===== src/rtl/shiftreg_pkg.sv =====
// Shared definitions for the serial-to-parallel frame controller:
// FSM state encoding and the default frame width.
package shiftreg_pkg;

  localparam int DEFAULT_WIDTH = 8;

  typedef enum logic [1:0] {
    IDLE  = 2'd0,
    SHIFT = 2'd1,
    HOLD  = 2'd2
  } state_e;

endpackage


===== src/rtl/shiftreg_en.sv =====
// WIDTH-bit MSB-first shift register with shift enable and synchronous clear.
// Exposes its next value so the controller can capture a frame on the same edge.
module shiftreg_en #(
  parameter int WIDTH = shiftreg_pkg::DEFAULT_WIDTH
) (
  input  logic             i_clk,
  input  logic             i_rst_n,
  input  logic             i_clr,
  input  logic             i_en,
  input  logic             i_bit,
  output logic [WIDTH-1:0] o_q_next
);

  logic [WIDTH-1:0] q_q;
  logic [WIDTH-1:0] q_d;

  always_comb begin
    // NOTE: default assignment first so every path drives q_d and no latch is inferred.
    q_d = q_q;
    if (i_clr) begin
      q_d = '0;
    end else if (i_en) begin
      q_d = {q_q[WIDTH-2:0], i_bit};
    end
  end

  // NOTE: sequential state uses non-blocking assignments only.
  always_ff @(posedge i_clk or negedge i_rst_n) begin
    if (!i_rst_n) begin
      q_q <= '0;
    end else begin
      q_q <= q_d;
    end
  end

  assign o_q_next = q_d;

endmodule


===== src/rtl/shiftreg_ctrl.sv =====
// Serial frame assembler: collects WIDTH bits MSB first, presents the word with a
// valid/ready handshake and flags bits that arrive while a word is still held.
module shiftreg_ctrl
  import shiftreg_pkg::*;
#(
  parameter int WIDTH = DEFAULT_WIDTH
) (
  input  logic             i_clk,
  input  logic             i_rst_n,
  input  logic             i_start,
  input  logic             i_bit_valid,
  input  logic             i_bit,
  input  logic             i_ready,
  input  logic             i_clr,
  output logic [WIDTH-1:0] o_data,
  output logic             o_valid,
  output logic             o_busy,
  output logic             o_overrun
);

  localparam int CNT_W = $clog2(WIDTH + 1);
  localparam logic [CNT_W-1:0] LAST_CNT = CNT_W'(WIDTH - 1);

  state_e             state_q;
  logic [CNT_W-1:0]   cnt_q;
  logic [WIDTH-1:0]   data_q;
  logic               valid_q;
  logic               busy_q;
  logic               overrun_q;
  logic               overrun_d;

  logic               sr_clr;
  logic               sr_en;
  logic [WIDTH-1:0]   sr_next;
  logic               handshake;
  logic               overrun_set;

  assign handshake = valid_q & i_ready;

  // Shift-register control mirrors the FSM decisions below for the same cycle.
  always_comb begin
    sr_clr      = 1'b0;
    sr_en       = 1'b0;
    overrun_set = 1'b0;
    unique case (state_q)
      IDLE: begin
        sr_clr = i_start;
      end
      SHIFT: begin
        if (i_start) begin
          sr_clr = 1'b1;
        end else begin
          sr_en = i_bit_valid;
        end
      end
      HOLD: begin
        overrun_set = i_bit_valid;
        sr_clr      = handshake & i_start;
      end
      default: begin
        sr_clr = 1'b1;
      end
    endcase
    overrun_d = overrun_set | (overrun_q & ~i_clr);
  end

  shiftreg_en #(
    .WIDTH(WIDTH)
  ) u_sr (
    .i_clk    (i_clk),
    .i_rst_n  (i_rst_n),
    .i_clr    (sr_clr),
    .i_en     (sr_en),
    .i_bit    (i_bit),
    .o_q_next (sr_next)
  );

  always_ff @(posedge i_clk or negedge i_rst_n) begin
    if (!i_rst_n) begin
      state_q   <= IDLE;
      cnt_q     <= '0;
      data_q    <= '0;
      valid_q   <= 1'b0;
      busy_q    <= 1'b0;
      overrun_q <= 1'b0;
    end else begin
      overrun_q <= overrun_d;
      unique case (state_q)
        IDLE: begin
          if (i_start) begin
            state_q <= SHIFT;
            cnt_q   <= '0;
            busy_q  <= 1'b1;
          end
        end
        SHIFT: begin
          if (i_start) begin
            cnt_q <= '0;
          end else if (i_bit_valid) begin
            if (cnt_q == LAST_CNT) begin
              // The edge capturing the last bit loads the word straight from the shifter.
              data_q  <= sr_next;
              valid_q <= 1'b1;
              state_q <= HOLD;
              cnt_q   <= '0;
            end else begin
              cnt_q <= cnt_q + CNT_W'(1);
            end
          end
        end
        HOLD: begin
          if (handshake) begin
            valid_q <= 1'b0;
            cnt_q   <= '0;
            if (i_start) begin
              state_q <= SHIFT;
            end else begin
              state_q <= IDLE;
              busy_q  <= 1'b0;
            end
          end
        end
        default: begin
          state_q <= IDLE;
          cnt_q   <= '0;
          valid_q <= 1'b0;
          busy_q  <= 1'b0;
        end
      endcase
    end
  end

  assign o_data    = data_q;
  assign o_valid   = valid_q;
  assign o_busy    = busy_q;
  assign o_overrun = overrun_q;

endmodule

===== config.mk =====
export PLATFORM = sky130hd
export DESIGN_NAME = shiftreg_ctrl
export DESIGN_NICKNAME = d
export VERILOG_FILES = /design/src/rtl/shiftreg_pkg.sv /design/src/rtl/shiftreg_en.sv /design/src/rtl/shiftreg_ctrl.sv
export SDC_FILE = /design/constraint.sdc
export NUM_CORES = 1
export LEC_CHECK = 0
export ABC_AREA = 1
export BUFFER_PORTS_ARGS = -buffer_cell sky130_fd_sc_hd__buf_2
export CORE_MARGIN = 3
export CORE_UTILIZATION = 50
export DETAILED_ROUTE_END_ITERATION = 8
export GPL_ROUTABILITY_DRIVEN = 0
export GPL_TIMING_DRIVEN = 0
export PLACE_DENSITY_LB_ADDON = 0.08
export SKIP_CTS_REPAIR_TIMING = 1
export SLEW_MARGIN = 20
export SYNTH_ARGS = -nofsm -noshare
export SYNTH_HDL_FRONTEND = slang
export SYNTH_SLANG_ARGS = --single-unit

===== constraint.sdc =====
create_clock -name i_clk -period 1.3 [get_ports i_clk]
set_input_delay 0.065 -clock i_clk [delete_from_list [all_inputs] [get_ports i_clk]]
set_output_delay 0.065 -clock i_clk [all_outputs]
set_load 0.05 [all_outputs]

==> impl_metrics.ini <==
[yosys]
synth_area_per_cell_um2 = 8.53
netlist_instances = 145
yosysUniqueCellTypes = 22
synth_top_cell_by_area = dfrtp_1
synth_area_leaders = dfrtp_1 (51%), nand2_1 (15%), nand4_1 (5.1%)
ys_seq_area_frac = 0.506
synth_warnings = 0
syn_nets = 153
ys_ff_latch = 25
synth_area_mm2 = 0.00124
yosysTopAreaCellShare = 0.506

[worst_setup_path]
r2r-end = u_sr.q_q[5]
crit_path_start_kind = flop
endpoint_kind = flop
cp.arrival_ps = 1500
critPathMaxFanout = 7
crit_type = flop to flop
worstRegToRegCells = 5
timing.rr.start = state_q[1]
reg2reg_slack_ps = 30
crit_path_start = state_q[1]
cp.required_ps = 1530
crit_end = u_sr.q_q[5]

[grt]
grt.busiest_layer = met2
antenna_found_initial = 0
use_met2 = 0.250
grt_overflow = 0
grt_max_degree = 26
grt_pass1_wl_mm = 4.00
grt_usage = 0.159
grtUsageMet1 = 0.223
grt_pass1_vias = 917
globalRouteMet3Util = 0.0209

[floorplanning]
initial_core_util = 0.543
fp-row-count = 17
die_x_um = 55.7
core_area_mm2 = 0.00228
pin_count = 18
fp.dieH_um = 55.7
dieArea_mm2 = 0.00310

[timing]
timing.fmax_ghz = 0.786
fin_crit_sh = 0.978
min_period_ps = 1270
maxSlewViolCount = 0
fin_skew_ps = 1.45
max-slew-margin-rel = 0.636
tightest_slew_ps = 547
hold_viol_final = 0
setup_viol = 0
setup_ws_ps = 28.2
rsz0062_at_grt = true

[placement]
place_ws_ps = -106
hpwl_mm = 1.70
io_buffers = 17

[drt]
routed_via_density = 5.07
ant_nets = 0
routed_wl_mm = 2.47
dr.pass1.iters = 4
drt-wirelength-per-cell_um = 12.0
first_iter_violations = 27
drcViolationCount = 0
routed-via-count = 1045

[layout]
drive_above_1_share = 0.320
syn2layout_area_growth_pct = 22.5
antennaDiodeCount = 0
nFillCells = 181
layout.cells.most_common_list = nand2_1 (50), dfrtp_1 (22), buf_2 (17)
fin_nets = 187
final_common_cell = nand2_1

[power]
p_per_area_mw_per_mm2 = 875
power_mw = 1.32
vdd_drop_max_v = 0.000612
p_leak_nw = 0.817

[cts]
clk_pin_slew_ps = 140
numCtsBuffers = 3
cts.root.buffer_cell = clkbuf_4
htreeDepth = 1
worstSkewPairLatency_ps = 320
cts.path.max_buffers = 2
cts_tree = yes
cts.sinks = 25

[flow_run]
maxCapViolations = 0

[min_path]
hold_path_class = input port to flop

[status]
outcome = complete, no violations
kinds of logic (layout without fill, tap and decap cells):
family	count (synthesis)	in the layout	share of synthesized area
and+or+nand+nor	84	84	0.328
DFF	25	25	0.506
buffers and inverters	20	53	0.0729
AOI/OAI and AO/OA	15	15	0.0830
adders and majority gates	1	1	0.0101
cells in the mapped netlist:
master	count
o211ai_1	1
nor2_1	6
ha_1	1
a21boi_4	1
a21oi_2	1
a21oi_1	4
buf_6	2
inv_1	14
nand2_2	3
and3_1	1
nor2_4	4
nand2_1	50
and3_2	2
nand4_1	10
dfrtp_1	25
o21ai_2	1
or2_2	1
inv_2	4
o21ai_0	6
nand2_4	1
o32ai_1	1
nand3_1	6
state kept, by name (all words and copies together) (netlist names):
name / cells
u_sr.q_q: 8
o_data: 8
o_busy: 1
o_valid: 1
cnt_q: 4
state_q: 2
o_overrun: 1
report_power, final:
part	leakage (nW)	total (mW)	switching [mW]	internal, mW
clock network	0.0139	0.364	0.247	0.118
registers	0.334	0.804	0.00949	0.795
logic	0.469	0.156	0.0917	0.0642
layout make-up:
type	count	area [µm²]	area share
inverter	18	70.1	0.0463
timing repair buffer	29	183	0.121
multi-input combinational	100	544	0.360
sequential	25	629	0.416
clock inverter	1	7.51	0.00496
tap	28	35.0	0.0231
buffer	2	22.5	0.0149
clock buffer	3	22.5	0.0149
how the worst min path moves through the flow:
stage	start	to	slack, ps	depth (start not counted)
after global routing	i_bit_valid	o_overrun	50	3
final	i_bit_valid	o_overrun	60	3
after detailed placement	i_rst_n	state_q[0]	80	1
after CTS	i_rst_n	state_q[0]	-290	1
after floorplan	i_rst_n	cnt_q[0]	-230	0
after global placement	i_rst_n	state_q[0]	80	1
per-stage QoR:
stage,hold WS [ps],instance area [µm²],cells,setup TNS [ps],utilization
5_1_grt,50.4,1510,206,-175,0.665
2_1_floorplan,-231,1240,145,0,-
3_5_place_dp,81.9,1360,190,-768,0.596
6_report,63.1,1510,206,0,0.665
3_3_place_gp,82.7,1360,190,-700,0.596
4_1_cts,-293,1390,194,-1060,0.610
layer usage:
layer / up-vias / part of all wire
met5: - / 0
met4: 0 / 0.0073
met3: 2 / 0.026
met2: 16 / 0.47
met1: 491 / 0.49
li1: 536 / -
worst max-delay path, stage by stage, from the launching register on:
cell and delay [ps]:
dfrtp_2 500, inv_2 100, nand2_2 90, nor2_4 190
nand2_1 90, and3_2 210
Power figures use the tool's default switching activity.
